## config.mk

```make
export PLATFORM = sky130hd
export DESIGN_NAME = data_memory_param
export DESIGN_NICKNAME = d
export VERILOG_FILES = /design/src/rtl/data_memory_param.sv
export SDC_FILE = /design/constraint.sdc
export NUM_CORES = 2
export LEC_CHECK = 0
export CAP_MARGIN = 0
export CELL_PAD_IN_SITES_DETAIL_PLACEMENT = 1
export CELL_PAD_IN_SITES_GLOBAL_PLACEMENT = 1
export CORE_MARGIN = 1
export CORE_UTILIZATION = 50
export DETAILED_ROUTE_END_ITERATION = 12
export GPL_TIMING_DRIVEN = 0
export PLACE_DENSITY_LB_ADDON = 0.1
export SYNTH_ARGS = -nofsm -noshare
export SYNTH_HDL_FRONTEND = slang
export SYNTH_SLANG_ARGS = --single-unit
```

## constraint.sdc

```tcl
create_clock -name clock -period 7.4 [get_ports clock]
set_clock_uncertainty 0.1 [all_clocks]
set_input_delay 1.48 -clock clock [delete_from_list [all_inputs] [get_ports clock]]
set_output_delay 1.48 -clock clock [all_outputs]
set_load 0.02 [all_outputs]
```

## src/rtl/data_memory_param.sv

```systemverilog
`default_nettype none
// ============================================================================
//  Module   : data_memory_param
//  Purpose  : Parametrised single-port synchronous data memory for the
//             load/store stage. Per-byte write enables, registered reads
//             with a valid strobe, write-first read-during-write,
//             out-of-range address detection, and a hardware clear
//             sequencer that zeroes the whole array after reset or on
//             request.
//
//  Ports    :
//    clock           in   rising-edge clock
//    reset_n         in   asynchronous active-low reset
//    signal_memread  in   read request (sampled on clock edge)
//    signal_memwrite in   write request (sampled on clock edge)
//    address         in   word address [ADDR_WIDTH]
//    data_to_write   in   write data [DATA_WIDTH]
//    byte_enable     in   per-byte write enable [DATA_WIDTH/8]
//    signal_clear    in   request full-array zeroing (honoured in IDLE)
//    data_out        out  registered read data [DATA_WIDTH]
//    data_valid      out  one-cycle strobe: data_out updated
//    addr_error      out  one-cycle strobe: accepted access was out of range
//    signal_busy     out  clear sequencer running; accesses are dropped
//
//  Revision : 1.0  initial release
// ============================================================================
module data_memory_param #(
    parameter int DATA_WIDTH = 8,
    parameter int ADDR_WIDTH = 8,
    parameter int DEPTH      = 256
) (
    input  logic                    clock,
    input  logic                    reset_n,
    input  logic                    signal_memread,
    input  logic                    signal_memwrite,
    input  logic [ADDR_WIDTH-1:0]   address,
    input  logic [DATA_WIDTH-1:0]   data_to_write,
    input  logic [DATA_WIDTH/8-1:0] byte_enable,
    input  logic                    signal_clear,
    output logic [DATA_WIDTH-1:0]   data_out,
    output logic                    data_valid,
    output logic                    addr_error,
    output logic                    signal_busy
);

    // ------------------------------------------------------------------------
    // Derived constants
    // ------------------------------------------------------------------------
    localparam int c_num_bytes = DATA_WIDTH / 8;
    // Index width sized to the array so no address bit is ever folded
    // onto a real word; range is checked against the full address.
    localparam int c_idx_w     = (DEPTH > 1) ? $clog2(DEPTH) : 1;

    localparam logic [ADDR_WIDTH:0] c_depth    = (ADDR_WIDTH + 1)'(DEPTH);
    localparam logic [c_idx_w-1:0]  c_last_idx = c_idx_w'(DEPTH - 1);

    // ------------------------------------------------------------------------
    // State
    // ------------------------------------------------------------------------
    typedef enum logic [0:0] {
        ST_IDLE  = 1'b0,
        ST_CLEAR = 1'b1
    } state_t;

    state_t                 r_state;
    logic [c_idx_w-1:0]     r_clr_cnt;
    logic [DATA_WIDTH-1:0]  r_data_out;
    logic                   r_data_valid;
    logic                   r_addr_error;
    logic                   r_busy;

    // ------------------------------------------------------------------------
    // Access decode
    // ------------------------------------------------------------------------
    logic                   w_in_range;
    logic [c_idx_w-1:0]     w_idx;
    logic                   w_accept;
    logic                   w_wr_en;
    logic                   w_rd_en;
    logic                   w_any_req;
    logic                   w_clear_wr;
    logic                   w_clear_last;
    logic [DATA_WIDTH-1:0]  w_old_word;
    logic [DATA_WIDTH-1:0]  w_merged_word;

    // Zero-extend the address by one bit so DEPTH == 2**ADDR_WIDTH still
    // compares correctly.
    assign w_in_range   = ({1'b0, address} < c_depth);
    assign w_idx        = address[c_idx_w-1:0];

    // A clear request on the same edge wins over any access presented with it.
    assign w_accept     = (r_state == ST_IDLE) && !signal_clear;
    assign w_wr_en      = w_accept && signal_memwrite && w_in_range;
    assign w_rd_en      = w_accept && signal_memread;
    assign w_any_req    = signal_memread || signal_memwrite;

    assign w_clear_wr   = (r_state == ST_CLEAR);
    assign w_clear_last = (r_clr_cnt == c_last_idx);

    // ------------------------------------------------------------------------
    // Storage: one byte-wide array per lane so each lane has its own write
    // enable and no array is written from more than one process.
    // ------------------------------------------------------------------------
    for (genvar gi = 0; gi < c_num_bytes; gi++) begin : g_lane
        logic [7:0] r_mem [DEPTH];

        always_ff @(posedge clock) begin
            if (w_clear_wr) begin
                r_mem[r_clr_cnt] <= 8'h00;
            end else if (w_wr_en && byte_enable[gi]) begin
                r_mem[w_idx] <= data_to_write[8*gi +: 8];
            end
        end

        // Old contents of the addressed word; only consumed when in range.
        assign w_old_word[8*gi +: 8] = r_mem[w_idx];

        // Write-first view of the word: enabled lanes take the incoming data.
        assign w_merged_word[8*gi +: 8] =
            (signal_memwrite && byte_enable[gi]) ? data_to_write[8*gi +: 8]
                                                 : w_old_word[8*gi +: 8];
    end

    // ------------------------------------------------------------------------
    // Control FSM and registered outputs
    // ------------------------------------------------------------------------
    always_ff @(posedge clock or negedge reset_n) begin
        if (!reset_n) begin
            r_state      <= ST_CLEAR;
            r_clr_cnt    <= '0;
            r_busy       <= 1'b1;
            r_data_out   <= '0;
            r_data_valid <= 1'b0;
            r_addr_error <= 1'b0;
        end else begin
            case (r_state)
                ST_CLEAR: begin
                    // Accesses and clear requests are ignored; data_out holds.
                    r_data_valid <= 1'b0;
                    r_addr_error <= 1'b0;
                    if (w_clear_last) begin
                        r_state   <= ST_IDLE;
                        r_clr_cnt <= '0;
                        r_busy    <= 1'b0;
                    end else begin
                        r_clr_cnt <= r_clr_cnt + 1'b1;
                    end
                end

                ST_IDLE: begin
                    if (signal_clear) begin
                        r_state      <= ST_CLEAR;
                        r_clr_cnt    <= '0;
                        r_busy       <= 1'b1;
                        r_data_valid <= 1'b0;
                        r_addr_error <= 1'b0;
                    end else begin
                        r_data_valid <= w_rd_en;
                        r_addr_error <= w_any_req && !w_in_range;
                        if (w_rd_en) begin
                            // Out-of-range reads return zero rather than any
                            // aliased word.
                            r_data_out <= w_in_range ? w_merged_word : '0;
                        end
                    end
                end

                default: begin
                    r_state   <= ST_CLEAR;
                    r_clr_cnt <= '0;
                    r_busy    <= 1'b1;
                end
            endcase
        end
    end

    assign data_out    = r_data_out;
    assign data_valid  = r_data_valid;
    assign addr_error  = r_addr_error;
    assign signal_busy = r_busy;

endmodule
`default_nettype wire

```

[After elaboration in Yosys (flattened, before gate mapping)]
Memory sizes are Yosys's and may differ from the RTL's. A register that Yosys moved wholly into a read port is not among the register bits.
Cells that the tools add are included.
Operators by class
  add/subtract/negate cells: 1
  equality and inequality tests: 3
  mux-type cells: 19
  bitwise operators: 2
  reductions and logical operators: 9
Operators with widths (count)
  two-way mux 8 bit: 4
  one-hot mux 8 bit (2 select lines): 1
  two-way mux 1 bit: 11
  adder 8 x 1 -> 8 bit, second input constant: 1
  == test 8 bit, second input constant: 1
  OR reduction 8 bit: 1
  one-hot mux 1 bit (2 select lines): 3
  logical AND 1 bit: 4
  AND reduction 3 bit: 1
  zero test 1 bit: 2
  inequality test 2 x 1 -> 1 bit, second input constant: 1
  inequality test 2 bit, second input constant: 1
  NOT 1 bit: 2
  AND reduction 2 bit: 1
Storage, ports and cells
  flip-flop bits (word level): 11
  bits in writable memories: 2048
  output and inout bits: 11
  logic and storage cells: 39
  memories kept: 1
Memory list
  g_lane[0].r_mem: depth 256, bits a word 8, read ports 1, clocked after Yosys merged registers in 1, write ports 1, line 105  | logic [7:0] r_mem [DEPTH];

[Depth between registers and ports, before layout]
  depth in word-level cells: 9
  depth in mapped cells: 10

[Worst setup path after synthesis]
OpenSTA, ideal clock, no wires.
  path kind: input -> register
  start: input port signal_clear
  end: memory g_lane[0].r_mem[0][5], data pin
  arrival: 5.654 ns
  slack: 0.777 ns
  stages: 5
  path buffers: 2
  cell sequence: nor2_1 and3_1 buf_2 clkbuf_1 and2_1
Between the ends
  cells in the longest elaborated chain, start to end: 9
Ends and longest elaborated chain
  from (decl): line 39  | input logic signal_clear,
  zero test 1 bit: line 92  | assign w_accept = (r_state == ST_IDLE) && !signal_clear;
  logical AND 1 bit: line 92
  logical AND 1 bit: line 93  | assign w_wr_en = w_accept && signal_memwrite && w_in_range;
  logical AND 1 bit: line 110  | end else if (w_wr_en && byte_enable[gi]) begin
  two-way mux 1 bit: line 110
  two-way mux 1 bit: line 108  | if (w_clear_wr) begin
  two-way mux 1 bit (not written as such): line 111  | r_mem[w_idx] <= data_to_write[8*gi +: 8];
  OR reduction 8 bit (no line)
  two-way mux 8 bit (no line)
  to (decl): line 105
Every way passes these cells.

[Worst setup path in the final report]
  start: input port address[3]
  end: memory g_lane[0].r_mem[208][3], enable pin
Between the ends
  cells in the longest elaborated chain, start to end: 1
Ends and longest elaborated chain
  from (decl): line 36  | input logic [ADDR_WIDTH-1:0] address,
  two-way mux 8 bit (no line)
Every way passes these cells.

==> impl_metrics.yaml <==
outcome:
  status: "complete, but fails checks"
  violations: "max-capacitance violations, max-slew violations"
detailed_routing:
  drc: 0
  drt_pass1_iterations: 6
  antenna_left: 0
  drt_first_iter_violations: 5393
  drt-total-wl_um: 233000
  viasPerCell: 6.57
  routedWlPerCell_um: 37.9
  dr_total_vias: 40500
synth:
  ys_types: 37
  ys_ff_latch: 2067
  syn_inst: 3662
  ys_warn_count: 0
  netlist_area_um2: 79300
  synth-seq-area-share: 0.781
  syn_nets: 3685
  syn_area_per_cell_um2: 21.7
flow_run:
  max-cap-violations: 1
worst_setup_path:
  critical_path_class: "in2reg"
  end_kind: "flip-flop"
  worstSetupStartpoint: "address[3]"
  crit_fanout: 10
  regToRegSetupSlack_ps: 2210
  crit_arrival_ps: 6640
  cp-start-kind: "input pin"
  crit_required_ps: 7760
  worst_r2r_path_depth: 10
  r2r-end: "g_lane[0].r_mem[208][3]"
  reg2reg_from: "r_state"
clocking:
  post_cts_buffers: 0
  cts_buffers: 206
  worstSkewPairLatency_ps: 850
  clk_pin_slew_ps: 60
  cts_root_buffer: "clkbuf_16"
  ctsHoldBuffers: 0
  cts_tree: "built"
  cts_sinks: 2067
  ctsResizeCount: 0
  htreeDepth: 4
  cts_buffer_depth: 3
power_and_ir_drop:
  p_per_area_nw_per_um2: 279
  p_total_w: 0.0250
  peakVddDrop_uv: 282
  leakage_nw: 30.5
placed_design:
  dp_hpwl_um: 161000
  place_area_um2: 83100
  gp_congestion: 0.957
  portBuffers: 29
  place_ws_ps: 496
sta:
  min_period_ps: 6280
  rsz0062_at_grt: "no"
  tns_ps: 0
  relSlewSlack: -0.0349
  worstMarginPinSlew_ps: 1540
  fmaxAchievable_ghz: 0.159
  setup_ws_ps: 1120
  slew_viol_final: 5
  hold_viol: 0
  finalCritPeriodShare: 0.849
  setup_viol: 0
global_routing:
  grt_overflow: 0
  antenna_found_initial: 20
  grt_pass1_vias: 41400
  grt_max_degree: 93
  gr-usage-all-layers: 0.292
  grt_pass1_wl_um: 323000
min_path:
  hold_start: "data_out[1]"
  hold_end: "data_out[1]"
  hold_depth: 1
  hold_path_class: "reg2reg"
final_layout:
  drive_above_1_share: 0.222
  areaGrowthSynthToFinish_pct: 13.0
  fin_area_um2: 89600
  n_fill_cell: 13000
  finalNetCount: 3953
floorplanning:
  fp.dieW_um: 400
  die_h_um: 400
  start_util: 0.506
  core_area_um2: 157000
  io_pins: 33
  row_count: 145
  dieArea_um2: 160000
[synthesized netlist by cell type]
cell	n	area share
inv_1	2	0.000095
o21ai_0	12	0.00076
nand2_1	58	0.0027
mux2_2	1	0.00014
buf_1	26	0.0012
buf_4	11	0.0010
a21oi_1	128	0.0081
a31oi_1	1	0.000079
or3_1	2	0.00016
ha_1	1	0.00016
and3_1	3	0.00024
xor2_1	3	0.00033
mux4_2	512	0.15
a22oi_1	256	0.024
o21ai_1	2	0.00013
nor2b_1	5	0.00039
nand3b_1	8	0.00076
a41oi_1	8	0.00088
nand4_1	1	0.000079
nor2_1	261	0.012
buf_2	41	0.0026
nand3_1	25	0.0016
o41ai_1	32	0.0035
and2_0	1	0.000079
o31ai_1	5	0.00047
o22ai_1	2	0.00016
clkbuf_1	145	0.0069
dfstp_2	2	0.00066
buf_6	10	0.0014
edfxtp_1	2048	0.78
o22a_1	8	0.00088
nand2b_1	10	0.00079
conb_1	1	0.000047
xnor2_1	2	0.00022
and2_1	11	0.00087
or2_1	1	0.000079
dfrtp_1	17	0.0054
[power by group]
| part | leakage [nW] | switching, W | internal (W) |
|---|---|---|---|
| clock network | 3.18 | 0.00439 | 0.00584 |
| registers | 22.0 | 0.0000638 | 0.0129 |
| logic | 5.25 | 0.00139 | 0.000468 |
[how the worst max path moves through the flow]
| stage | to | slack [ps] | depth (start not counted) |
|---|---|---|---|
| 3_5_place_dp | g_lane[0].r_mem[208][4] | 500 | 9 |
| 5_1_grt | g_lane[0].r_mem[48][4] | 1110 | 9 |
| 4_1_cts | g_lane[0].r_mem[208][3] | 1370 | 9 |
| 2_1_floorplan | g_lane[0].r_mem[0][5] | 780 | 5 |
| 6_report | g_lane[0].r_mem[208][3] | 1120 | 9 |
| 3_3_place_gp | g_lane[0].r_mem[216][0] | -4900 | 6 |
[routing by layer]
metal | track usage | part of all wire | up-vias
li1 | - | - | 16100
met1 | 0.409 | 0.40 | 21900
met2 | 0.444 | 0.46 | 2106
met3 | 0.0668 | 0.094 | 416
met4 | 0.128 | 0.045 | 4
met5 | 0 | 0.00012 | -
[layout make-up]
| class | instances | area (µm²) | share of cell area |
|---|---|---|---|
| clock inverters | 116 | 1160 | 0.0129 |
| well taps | 2058 | 2570 | 0.0287 |
| multi-input cells | 1360 | 16300 | 0.182 |
| inverters | 2 | 7.51 | 0.0000838 |
| clock buffers | 253 | 5370 | 0.0600 |
| flip-flops and latches | 2067 | 62000 | 0.691 |
| repair buffers | 60 | 1130 | 0.0126 |
| diodes | 7 | 17.5 | 0.000195 |
| plain buffers | 233 | 1060 | 0.0119 |
[worst max-delay path, stage by stage]
cell and delay, ps:
clkdlybuf4s50_1 610, nor2_1 260, clkbuf_1 650, clkbuf_1 860, nand2_1 210, o31ai_1 300
nand3_1 750, clkbuf_2 670, nor2_1 810
[sequential cells by signal (all words and copies together), names as in the netlist]
name and flops:
g_lane.r_mem 2048, data_out 8, r_clr_cnt 8, data_valid 1, r_state 1, signal_busy 1
[stage by stage]
stage               std cells   util  hold WS (ps)
finish                   6156  0.571           432
floorplan                3662      -           416
CTS                      6149  0.571           432
detailed placement       5780  0.529           419
global placement         5749  0.524           400
global route             6149  0.571           456
[cells in the final DEF (no fill, tap or decap), drive strengths merged, types with 2 or more instances in the layout]
cell type / instances
edfxtp: 2048
mux4: 512
a41oi: 8
nor2: 261
dfrtp: 17
a22oi: 256
o21ai: 14
nand2b: 10
o31ai: 5
nor2b: 5
nand3: 25
diode: 7
dfstp: 2
or3: 2
clkdlybuf4s50: 29
o22ai: 2
clkinvlp: 5
clkinv: 83
and2: 12
nand3b: 8
inv: 10
and3: 3
o41ai: 32
nand2: 58
clkbuf: 398
o22a: 8
bufinv: 20
buf: 119
xor2: 3
xnor2: 2
a21oi: 128
[kinds of logic after synthesis]
kind of cell | synth area share
flops | 0.781
simple gates | 0.0201
xor+xnor | 0.000552
compound gates | 0.0392
other cells | 0.0000473
buf+inv | 0.0132
mux | 0.145
fa+ha+maj | 0.000158
No activity file was read; power rests on OpenSTA's default activity.
